$ cat src/rtl/aes_pkg.sv
`default_nettype none
// +--------------------------------------------------------------------------+
// | aes_pkg : shared AES-128 constants, FSM states, block type and xtime     |
// | Revision: 1.0                                                            |
// +--------------------------------------------------------------------------+
package aes_pkg;

  localparam int         AES_NR        = 10;
  localparam logic [7:0] AES_RCON_INIT = 8'h01;

  typedef logic [127:0] aes_block_t;

  typedef enum logic [1:0] {
    IDLE  = 2'd0,
    ROUND = 2'd1,
    DONE  = 2'd2
  } aes_state_e;

  // Multiply by x in GF(2^8) modulo the AES polynomial.
  function automatic logic [7:0] xtime(input logic [7:0] r);
    return {r[6:0], 1'b0} ^ (r[7] ? 8'h1B : 8'h00);
  endfunction

endpackage
`default_nettype wire

$ cat src/rtl/aes128_round_sequencer.sv
`default_nettype none
// +--------------------------------------------------------------------------+
// | aes128_round_sequencer : iterative AES-128 controller driving a shared   |
// | combinational round/key-step datapath. Revision: 1.0                     |
// +--------------------------------------------------------------------------+
module aes128_round_sequencer
  import aes_pkg::*;
#(
  parameter int         NR        = AES_NR,
  parameter logic [7:0] RCON_INIT = AES_RCON_INIT
) (
  input  logic         clk,
  input  logic         reset,
  input  logic         in_valid,
  output logic         in_ready,
  input  logic [127:0] in_plaintext,
  input  logic [127:0] in_key,
  output logic         out_valid,
  input  logic         out_ready,
  output logic [127:0] out_ciphertext,
  output logic [127:0] rd_state,
  output logic [127:0] rd_key,
  output logic [7:0]   rd_rcon,
  output logic         rd_final,
  input  logic [127:0] rd_next_state,
  input  logic [127:0] rd_next_key,
  output logic         busy,
  output logic [3:0]   round
);

  localparam logic [3:0] LAST_ROUND = 4'(NR);

  aes_state_e fsm_q, fsm_d;
  aes_block_t state_q, state_d;
  aes_block_t key_q, key_d;
  logic [7:0] rcon_q, rcon_d;
  logic [3:0] round_q, round_d;
  logic       out_valid_q, out_valid_d;
  logic       busy_q, busy_d;
  logic       accept;

  // DONE may hand off and accept in the same cycle, saving one cycle per block.
  assign in_ready = reset & ((fsm_q == IDLE) | ((fsm_q == DONE) & out_ready));
  assign accept   = in_valid & in_ready;

  always_comb begin
    fsm_d    = fsm_q;
    state_d  = state_q;
    key_d    = key_q;
    rcon_d   = rcon_q;
    round_d  = round_q;
    case (fsm_q)
      IDLE: ;
      ROUND: begin
        state_d = rd_next_state;
        key_d   = rd_next_key;
        rcon_d  = xtime(rcon_q);
        if (round_q == LAST_ROUND) begin
          fsm_d   = DONE;
          round_d = 4'd0;
        end else begin
          round_d = round_q + 4'd1;
        end
      end
      DONE: begin
        if (out_ready) fsm_d = IDLE;
      end
      default: fsm_d = IDLE;
    endcase
    if (accept) begin
      fsm_d   = ROUND;
      state_d = in_plaintext ^ in_key;
      key_d   = in_key;
      rcon_d  = RCON_INIT;
      round_d = 4'd1;
    end
    out_valid_d = (fsm_d == DONE);
    busy_d      = (fsm_d == ROUND);
  end

  always_ff @(posedge clk) begin
    if (!reset) begin
      fsm_q       <= IDLE;
      state_q     <= '0;
      key_q       <= '0;
      rcon_q      <= RCON_INIT;
      round_q     <= 4'd0;
      out_valid_q <= 1'b0;
      busy_q      <= 1'b0;
    end else begin
      fsm_q       <= fsm_d;
      state_q     <= state_d;
      key_q       <= key_d;
      rcon_q      <= rcon_d;
      round_q     <= round_d;
      out_valid_q <= out_valid_d;
      busy_q      <= busy_d;
    end
  end

  assign rd_state       = state_q;
  assign rd_key         = key_q;
  assign rd_rcon        = rcon_q;
  assign rd_final       = busy_q & (round_q == LAST_ROUND);
  assign out_valid      = out_valid_q;
  assign out_ciphertext = out_valid_q ? state_q : '0;
  assign busy           = busy_q;
  assign round          = round_q;

endmodule
`default_nettype wire

$ cat config.mk
export PLATFORM = sky130hd
export DESIGN_NAME = aes128_round_sequencer
export DESIGN_NICKNAME = d
export VERILOG_FILES = /design/src/rtl/aes_pkg.sv /design/src/rtl/aes128_round_sequencer.sv
export SDC_FILE = /design/constraint.sdc
export NUM_CORES = 1
export LEC_CHECK = 0
export CAP_MARGIN = 20
export CORE_AREA = 4 4 354 356
export CTS_CLUSTER_SIZE = 28
export DETAILED_ROUTE_END_ITERATION = 7
export DIE_AREA = 0 0 358 360
export HOLD_SLACK_MARGIN = 0.02
export PLACE_DENSITY = 0.42
export SLEW_MARGIN = 30
export SYNTH_ARGS = -nofsm -noshare
export SYNTH_HDL_FRONTEND = slang
export SYNTH_SLANG_ARGS = --single-unit
export TNS_END_PERCENT = 10
$ cat constraint.sdc
create_clock -name clk -period 1.4 [get_ports clk]
set_input_delay 0.14 -clock clk [delete_from_list [all_inputs] [get_ports clk]]
set_output_delay 0.14 -clock clk [all_outputs]
set_load 0.01 [all_outputs]
# Word-level counts from Yosys, hierarchy flattened
# Index checks and enable logic that the tools add are counted.
[op_classes]
muxes = 13
n_mul = 0
reduce_logical = 3
eq_ne = 5
bitwise_logic = 8
n_shift = 0
div = 0
add_sub_neg = 1
magnitude_cmp = 0
[op_table]
columns = ["op", "n"]
rows = [
  ["$mux W128", 5],
  ["$xor A128 B128 Y128", 1],
  ["$xor A8 B5 Y8", 1],
  ["$mux W2", 3],
  ["$pmux W2 S3", 1],
  ["$mux W5", 1],
  ["$add A4 B1 Y4 const B", 1],
  ["$and A1 B1 Y1", 4],
  ["$eq A2 B1 Y1 const B", 2],
  ["$eq A2 B2 Y1 const B", 2],
  ["$eq A4 B4 Y1 const B", 1],
  ["$mux W4", 1],
  ["$logic_not A2 Y1", 1],
  ["$mux W1", 2],
  ["$reduce_bool A2 Y1", 1],
  ["$reduce_or A2 Y1", 1],
  ["$not A1 Y1", 1],
  ["$or A1 B1 Y1", 1],
]
[word_totals]
n_memories = 0
latch_bits = 0
register_bits = 272
rom_bits = 0
input_bits = 516
mem_bits_rw = 0

# Longest topological paths before layout
# Gate-level depths: netlist (run 1).
[depth]
ltp_word = 7
depth_mapped = 7
depth_no_buf = 4

# Worst setup path after synthesis (run 1)
# No wires, ideal clock.
[synth_path]
path_type = "reg-to-reg"
start = "reg fsm_q[0]"
end = "reg state_q[77], in the netlist rd_state[77]"
path_stages_with_launch = 7
setup_time_ns = 0.122
synth_period_minus_slack_ns = 1.349
arrival_time_ns = 1.227
n_path_buf = 2
path_slack_ns = 0.051
cell_sequence = "dfxtp_1 > nand2b_1 > a21oi_1 > nor2b_1 > buf_6 > buf_6 > a221o_1"
[synth_via]
elab_chain_cells = 6
[synth_rtl]
columns = ["element", "line", "text"]
rows = [
  ["start, declared", "aes128_round_sequencer.sv:33", "aes_state_e fsm_q, fsm_d;"],
  ["start signal, assigned", "aes128_round_sequencer.sv:91", "fsm_q <= fsm_d;"],
  ["$eq A2 B2 Y1", "aes128_round_sequencer.sv:43", "assign in_ready = reset & ((fsm_q == IDLE) | ((fsm_q == DONE) & out_ready));"],
  ["$and A1 B1 Y1", "aes128_round_sequencer.sv:43", ""],
  ["$or A1 B1 Y1", "aes128_round_sequencer.sv:43", ""],
  ["$and A1 B1 Y1", "aes128_round_sequencer.sv:43", ""],
  ["$and A1 B1 Y1", "aes128_round_sequencer.sv:44", "assign accept = in_valid & in_ready;"],
  ["$mux W128 / $reduce_bool A2 Y1 (equally long branches)", "n/a", ""],
  ["end signal, assigned", "aes128_round_sequencer.sv:92", "state_q <= state_d;"],
  ["end, declared", "aes128_round_sequencer.sv:34", "aes_block_t state_q, state_d;"],
]
# Parallel ways exist; a longest one is shown, timed or not.
# A chain may end at the register's enable or synchronous reset.

# Final worst setup path (run 1)
[layout_path]
start = "reg out_valid_q, in the netlist out_valid"
end = "out out_ciphertext[38]"
[layout_via]
elab_chain_cells = 1
[layout_rtl]
columns = ["element", "line", "text"]
rows = [
  ["start, declared", "aes128_round_sequencer.sv:38", "logic out_valid_q, out_valid_d;"],
  ["start signal, assigned", "aes128_round_sequencer.sv:96", "out_valid_q <= out_valid_d;"],
  ["$mux W128", "aes128_round_sequencer.sv:106", "assign out_ciphertext = out_valid_q ? state_q : '0;"],
  ["end, declared", "aes128_round_sequencer.sv:20", "output logic [127:0] out_ciphertext,"],
]
# Every way passes these cells.

==> metrics.txt, run 1 <==
Max Clk Rate=539.6 MHz; RSZ-0062 raised after global routing=yes; initial DRC count=a little under 900; P_leak=approximately 16 nW; worst hold path class=input port to flip-flop; DR WL/cell=22.13 um; NetSw=0.007691 W; layout cell share with drive strength beyond 1=19.10%; all-layer global routing usage=13.95%; input/output buffers=915; first-pass GRT wire length=128.6 mm; fillers=13410; vias in the first global route=16370; CP max FO=6; most common flop cell mapped by yosys=dfxtp_1; Starting Density=11.34%; row cnt=128; Sw Ratio=29.94%; Peak VDD IR=around 0.58 mV; Yosys reg bits=272; critical path arrival=roughly 1.7 ns; final WL=95.34 mm; Inserted Clock Buffers=39; CTS tree=yes; gr ovfl total=0; status=finished, violations left; clock slew at reported path FFs=~0.06 ns; core footprint=0.1217 mm^2; syn avg cell area=a little over 8 um^2; Distinct cells, synth=28; vias per cell=3.720; post-route antenna net violation count=0; final worst setup slack=-0.4534 ns; Hold Worst Slack=0.1132 ns; via count=16030; placed cells=4217; gpl congestion=0.8338; power share of the combinational group=26.9%; largest net degree at the start of global routing=110; Int Power=0.01800 W; min cycle time layout=1.853 ns; yosys warns=0; clk buf depth=3; Die W=358 um; clk sinks=~270; initial antenna violation count=11; # setup viols final=386; IO Count=between 900 and 1000; most common cell in the netlist=nand2_1; Placed Area=0.02602 mm^2; crit end category=primary output; power share of the clock group=between 30% and 40%; largest area contributor in the netlist=dfxtp_1; Die ar.=0.1289 mm^2; area delta synth->final=105.0%; FFs w/ async S/R, synth=0%; post-synthesis cell count=1675; Worst-Margin Slew=0.8167 ns; final hold vios=0; cell area after layout=0.02830 mm^2; Clock Latency Late Sink=0.58 ns; post-route DRC violation count=0; number of synthesized flops with an enable pin=0; post-synthesis sequential area ratio=39.44%; root buf cell=clkbuf_16; crit path launch type=flip-flop; final clock skew=0.01183 ns; Max Transition Viols Final=0; Commonest cells post-synth=436 x nand2_1, 272 x dfxtp_1, 213 x nand3_1; Post-Syn Area=0.01381 mm^2; power per cell area=907.6 mW/mm^2; failing checks=negative setup slack; Die Ht=about 360 um; MaxCap Viol Count=0; WS Path Type=flip-flop to primary output; CP Data Required Time=1.26 ns; H-tree Lvls=2; top post-synthesis cells by area=dfxtp_1 39%, o211a_1 15%, nand2_1 12%; Finished Layout Cells=4309; Sequential Power Share=35.2%; hpwl dp=74.73 mm; NumNets Final=3168; worst relative slew slack=45.55%; total iterations of the first detailed-routing run=5; Post-Synthesis Net Count=around 2200; share of the synthesized area in the top cell type=39.44%; Final period util=132.4%
cell type report:
cell class	count	area, um^2	share of cell area [%]
repair buffers	1087	11670	41.23
clock buffers	58	1160	4.098
clock inverters	7	41.29	0.1459
diodes	8	20.02	0.07073
multi-input cells	1252	7875	27.82
well taps	1625	2033	7.184
flip-flops and latches	272	5505	19.45
kinds of logic after synthesis:
logic type                count (synthesis)  share of synthesized area, %
and+or+nand+nor                         848                         27.80
AOI/OAI and AO/OA                       272                         19.21
DFF                                     272                         39.44
buffers and inverters                   151                         5.166
xor gates and xnor gates                132                         8.374
flip-flops by register name, indices dropped and copies added (netlist names):
register and cells:
rd_key 128, busy 1, out_valid 1, rd_state 128, round 4, fsm_q 2, rd_rcon 8
routing by layer:
metal	vias to the layer above	wire length, um	global-route usage (%)
li1	7722	-	-
met1	7607	40010	16.83
met2	601	45140	23.80
met3	100	7218	4.036
met4	0	2970	4.368
met5	-	0	0
power groups by stage:
stage / sequential (W) / combinational, W / clock, W
floorplan: 0.00931 / 0.00216 / 0
global placement: 0.00918 / 0.00710 / 0
detailed placement: 0.00919 / 0.00711 / 0
CTS: 0.00905 / 0.00712 / 0.0103
global route: 0.00911 / 0.00746 / 0.0105
finish: 0.00903 / 0.00691 / 0.00975
worst max-delay path: stages (launching register included):
cell,delay [ns]
dfxtp_4,0.40
buf_12,0.17
buf_16,0.16
buf_8,0.13
and2_4,0.17
buf_6,0.10
layout by cell type, fill, tap and decap left out, types with 6 or more instances in the layout:
cell type and instances:
dlymetal6s2s_1 226, clkbuf_8 8, o211a_1 211, diode_2 8, buf_8 6, buf_2 65, xnor2_1 48, a21oi_1 7
dfxtp_1 232, buf_4 93, a221o_1 45, clkbuf_1 10, nand3_1 210, and2_4 61, clkdlybuf4s50_1 514, dfxtp_2 36
buf_6 95, nor2_1 50, clkbuf_2 15, nand2_1 433, xor2_1 84, buf_16 7, buf_12 57, clkbuf_16 42
and2_1 73
path summary, 6_finish.rpt:
check,from,end,slack [ns],cells after the start
worst min-delay path,reset,rd_state[16],0.11,3
worst max register to register,fsm_q[1],rd_state[18],-0.23,6
worst max-delay path,out_valid,out_ciphertext[38],-0.45,5
worst min register to register,rd_rcon[6],rd_rcon[7],0.47,2
through the flow:
stage / util (%) / setup WS, ns / TNS [ns] / total power (W)
final: 23.25 / -0.4534 / -69.13 / 0.02569
after global routing: 23.25 / -0.5419 / -101.05 / 0.02703
after CTS: 22.58 / -0.6040 / -174.03 / 0.02643
after detailed placement: 21.37 / -0.5886 / -159.91 / 0.01630
after global placement: 21.37 / -0.5823 / -156.72 / 0.01628
after floorplan: - / 0.05145 / 0 / 0.01147
what timing repair did:
item | CTS | global route
resized for setup | 713 | 403
setup buffers | 16 | 0
cloned | 8 | 1
hold buffers | 0 | 0
pin swaps | 32 | 15
endpoints found under the setup margin | 659 | 646
(Power assumes the default switching activity.)
==> run 2: changes to the inputs <==
--- a/config.mk
+++ b/config.mk
@@ -7,7 +7,6 @@
 export LEC_CHECK = 0
 export CAP_MARGIN = 20
 export CORE_AREA = 4 4 354 356
-export CTS_CLUSTER_SIZE = 28
 export DETAILED_ROUTE_END_ITERATION = 7
 export DIE_AREA = 0 0 358 360
 export HOLD_SLACK_MARGIN = 0.02
==> metrics.txt, run 2 (synthesis gave the netlist of run 1 again) <==
status=finished, violations left; failing checks=negative setup slack; all-layer global routing usage=13.92% (-0.034 points); DR WL/cell=22.22 um (+0.41%); Final period util=133.0% (+0.60 points); total iterations of the first detailed-routing run=7 (+2); core footprint=0.1217 mm^2 (unchanged); vias per cell=3.755 (+0.93%); Die W=358 um (unchanged); final hold vios=0 (unchanged); min cycle time layout=1.862 ns (+0.008366 ns); FF-to-FF path depth=6 (unchanged); Peak VDD IR=0.5786 mV (-0.14%); final WL=95.93 mm (+0.62%); critical path arrival=1.72 ns (about the same); hpwl dp=74.73 mm (unchanged); post-route antenna net violation count=0 (unchanged); cts hold-fix bufs=0 (unchanged); crit end category=primary output; H-tree Lvls=2 (unchanged); Max Clk Rate=537.1 MHz (-0.45%); vias in the first global route=16430 (+0.35%); Inserted Clock Buffers=38 (-2.6%); via count=16210 (+1.1%); MaxCap Viol Count=0 (unchanged); placed cells=4217 (unchanged); Setup WS pre-CTS=-0.5886 ns (unchanged); hold depth=3 (unchanged); CP max FO=7 (+1); slowest CP cell=dfxtp_4; Clock Latency Late Sink=0.58 ns (about the same); root buf cell=clkbuf_16; # setup viols final=386 (unchanged); Die Ht=360 um (unchanged); CP Data Required Time=1.26 ns (about the same); gr ovfl total=0 (unchanged); worst hold path class=input port to flip-flop; worst relative slew slack=49.39% (+3.8 points); RSZ-0062 raised after global routing=yes; WS Path Type=flip-flop to primary output; Largest stage delay, worst path=0.38 ns (-0.02 ns); commonest non-fill, non-tap cell in the layout=clkdlybuf4s50_1; Max Transition Viols Final=0 (unchanged); NumNets Final=3172 (+0.13%); Worst-Margin Slew=0.7592 ns (-0.05750 ns); row cnt=128 (unchanged); clock slew at reported path FFs=0.06 ns (about the same); area delta synth->final=107.0%; Starting Density=11.34% (unchanged); P_leak=16.23 nW (+0.65%); Finished Layout Cells=4318 (+0.21%); crit path launch type=flip-flop; commonest non-fill, non-tap cells in the layout=514 x clkdlybuf4s50_1, 433 x nand2_1, 235 x dfxtp_1, 227 x dlymetal6s2s_1, 211 x o211a_1; clk sinks=272 (unchanged); overall power=0.02598 W (+1.1%); largest net degree at the start of global routing=110 (unchanged); layout cell share with drive strength beyond 1=19.74% (+0.64 points); initial DRC count=895 (+3.5%); gpl congestion=0.8338 (unchanged); IO Count=916 (unchanged); Die ar.=0.1289 mm^2 (unchanged); first-pass GRT wire length=128.4 mm (-0.14%); power per cell area=909.1 mW/mm^2 (+0.17%); input/output buffers=915 (unchanged); final clock skew=0.009474 ns (-0.002354 ns); initial antenna violation count=12 (+1); CTS tree=yes; final worst setup slack=-0.4617 ns (-0.008366 ns); worst-path cell chain=buf_12, buf_4, clkbuf_16, and2_1, buf_2; clk buf depth=3 (unchanged); post-route DRC violation count=0 (unchanged)
## run 2: cell count changes in the layout (fill, tap and decap cells not counted), moves of 3 or more
cell	delta
clkbuf_1	+4
buf_6	+17
dfxtp_1	+3
and2_4	+17
buf_2	-15
dfxtp_2	-4
and2_1	-17
clkbuf_16	+3
## run 2: layer usage
metal  part of all wire (%)  track usage, %  vias up
li1                       -               -     7737
met1                     42           16.86     7710
met2                     48           23.75      663
met3                    7.8           3.939      103
met4                    2.8           4.304        0
met5                      0               0        -
## run 2: power breakdown
part | internal, W | switching, W | total [W]
registers | 0.00847 | 0.000563 | 0.00903
logic | 0.00384 | 0.00307 | 0.00691
clock network | 0.00595 | 0.00408 | 0.0100
total | 0.0183 | 0.00772 | 0.0260
## run 2: through the flow
| step | util, % | hold WS [ns] | instance area [um^2] | setup TNS, ns |
|---|---|---|---|---|
| global placement | 21.37 | 0.4625 | 26020 | -156.72 |
| global route | 23.47 | 0.1318 | 28570 | -103.51 |
| finish | 23.48 | 0.1194 | 28570 | -71.36 |
| floorplan | - | 0.2779 | 13810 | 0 |
| CTS | 22.63 | 0.1021 | 27550 | -176.07 |
| detailed placement | 21.37 | 0.4649 | 26020 | -159.91 |
## run 2: layout make-up
type / instances / area, um^2
clock inverters: 6 / 55.05
well taps: 1625 / 2033
fillers: 13380 / 93140
clock buffers: 63 / 1189
flip-flops and latches: 272 / 5504
repair buffers: 1092 / 11850
multi-input cells: 1252 / 7920
diodes: 8 / 20.02
## run 2: worst paths after layout
path,slack (ns),start,to
setup reg to reg,-0.23,fsm_q[1],rd_state[42]
hold reg to reg,0.47,rd_rcon[6],rd_rcon[7]
hold / removal,0.12,reset,rd_key[14]
setup / recovery,-0.46,out_valid,out_ciphertext[89]
## run 2: what timing repair did
item,4_1_cts,5_1_grt
setup endpoints to repair,658,641
pin swaps,12,26
gates cloned,7,4
setup buffers,15,2
resized for setup,689,455
## run 2: worst max-delay path, delay by kind of cell (launching register included)
family / cells / cell delay [ns]
buf+inv: 4 / 0.60
flops: 1 / 0.38
simple gates: 1 / 0.16
==> run 3: changes to the inputs <==
==> constraint.sdc (replaced) <==
create_clock -name clk -period 1.4 [get_ports clk]
set_input_delay 0.21 -clock clk [delete_from_list [all_inputs] [get_ports clk]]
set_output_delay 0.21 -clock clk [all_outputs]
set_load 0.01 [all_outputs]
==> metrics.txt, run 3 (synthesis gave the netlist of run 1 again) <==
post-route DRC violation count=0 (unchanged); worst hold path class=input port to flip-flop; row cnt=128 (unchanged); WS Path Type=flip-flop to primary output; NumNets Final=3194 (+0.69%); Placed Area=0.02622 mm^2 (+0.77%); Largest stage delay, worst path=0.36 ns (-0.02 ns); Setup WS pre-CTS=-0.6575 ns (-0.06887 ns); Max Clk Rate=493.1 MHz (-8.2%); commonest non-fill, non-tap cell in the layout=clkdlybuf4s50_1; Starting Density=11.34% (unchanged); status=finished, violations left; core footprint=0.1217 mm^2 (unchanged); gpl congestion=0.8216 (-1.5%); Sw Ratio=29.42% (-0.28 points); gr ovfl total=0 (unchanged); CTS tree=yes; post-route antenna net violation count=0 (unchanged); Die ar.=0.1289 mm^2 (unchanged); CP max FO=8 (+1); final WL=94.49 mm (-1.5%); vias per cell=3.711 (-1.2%); initial DRC count=989 (+11%); min cycle time layout=2.028 ns (+0.1661 ns); Crit path max-delay family=buffers and inverters; P_leak=12.80 nW (-21%); # setup viols final=588 (+52%); clk buf depth=3 (unchanged); Max Transition Viols Final=0 (unchanged); total iterations of the first detailed-routing run=7 (unchanged); IO Count=916 (unchanged); setup TNS=-151.06 ns (-79.69 ns); slowest CP cell=dfxtp_4; DR WL/cell=21.79 um (-1.9%); hpwl dp=74.79 mm (about the same); NetSw=0.007695 W (-0.26%); Clock Latency Late Sink=0.57 ns (about the same); Sequential Power Share=34.5% (-0.3 points); via count=16090 (-0.76%); Int Power=0.01846 W (+1.1%); vias in the first global route=16250 (-1.1%); Die Ht=360 um (unchanged); final hold vios=0 (unchanged); Worst-Margin Slew=0.4778 ns (-0.2813 ns); worst-path cell chain=buf_6, buf_12, buf_12, clkbuf_16, and2_1, buf_2; area delta synth->final=99.37%; crit end category=primary output; worst relative slew slack=67.91% (+19 points); commonest non-fill, non-tap cells in the layout=702 x clkdlybuf4s50_1, 436 x nand2_1, 222 x dfxtp_1, 213 x nand3_1, 211 x o211a_1; final clock skew=0.01255 ns (+0.003074 ns); overall power=0.02616 W (+0.70%); largest net degree at the start of global routing=65 (-41%); final worst setup slack=-0.6279 ns (-0.1661 ns); crit path launch type=flip-flop; CP dominant cell by count=buf_12; CP Data Required Time=1.19 ns (-0.07 ns); clock slew at reported path FFs=0.06 ns (about the same); initial antenna violation count=14 (+2); power share of the combinational group=26.8% (+0.2 points); input/output buffers=915 (unchanged); cell area after layout=0.02752 mm^2 (-3.7%); clk sinks=272 (unchanged); fillers=13460 (+0.59%); all-layer global routing usage=13.35% (-0.56 points); critical path arrival=1.82 ns (+0.10 ns); power per cell area=950.4 mW/mm^2 (+4.5%); Peak VDD IR=0.7656 mV (+32%); MaxCap Viol Count=0 (unchanged); layout cell share with drive strength beyond 1=20.49% (+0.75 points); Die W=358 um (unchanged); H-tree Lvls=2 (unchanged); Buf/Inv on CP=5 (+1); Inserted Clock Buffers=38 (unchanged); Final period util=144.8% (+12 points); first-pass GRT wire length=124.2 mm (-3.3%); power share of the clock group=38.7% (about the same); failing checks=negative setup slack; root buf cell=clkbuf_16; post-layout utilization of the core=22.61% (-0.86 points); RSZ-0062 raised after global routing=yes
## run 3: changes by cell type in the layout (fill, tap and decap cells not counted), sizes merged, moves of 2 or more
cell / change
dlymetal6s2s: -216
clkdlybuf4s50: +188
clkbuf: +101
buf: -50
dlygate4sd2: -5
clkdlybuf4s15: -2
## run 3: cell type report
type	instances	area, um^2	area share (%)
antenna	7	17.52	0.06364
clock buffer	58	1160	4.214
clock inverter	8	90.09	0.3273
multi-input combinational	1252	7792	28.31
sequential	272	5523	20.07
tap	1625	2033	7.387
timing repair buffer	1114	10910	39.63
## run 3: stage by stage
stage	hold WS [ns]	std cells
finish	0.1228	4336
global route	0.07271	4336
CTS	0.05535	4307
detailed placement	0.4649	4240
global placement	0.4612	4240
floorplan	0.3479	1675
## run 3: final timing paths
path                            cells past startpoint  slack, ns  startpoint            endpoint
worst min-delay path                                3       0.12       reset          rd_key[16]
worst min register to register                      2       0.48  rd_rcon[6]          rd_rcon[7]
worst max register to register                      5      -0.26    fsm_q[0]        rd_state[34]
worst max-delay path                                6      -0.63   out_valid  out_ciphertext[61]
## run 3: power groups by stage
stage	clock network, W	registers, W	logic (W)
6_report	0.0101	0.00903	0.00702
5_1_grt	0.0109	0.00911	0.00757
4_1_cts	0.0106	0.00900	0.00723
3_5_place_dp	0	0.00916	0.00720
3_3_place_gp	0	0.00916	0.00720
2_1_floorplan	0	0.00931	0.00216
## run 3: routing by layer
layer | track usage (%) | wire length (um)
met4 | 3.726 | 1691
met2 | 22.44 | 45690
met3 | 4.299 | 7345
met5 | 0 | 0
met1 | 16.31 | 39760
## run 3: repair_timing
item / CTS / global route
endpoints found under the hold margin: 1 / 0
resized for setup: 135 / 537
pin swaps: 0 / 13
buffers inserted: 0 / 11
hold buffers: 1 / 0
setup endpoints to repair: 666 / 670
gates cloned: 0 / 11
## run 3: tightest hold or removal path: cells and delay by family
family | cells | cell delay [ns]
buffers and inverters | 2 | 0.32
AO/OA/AOI/OAI | 1 | 0.11
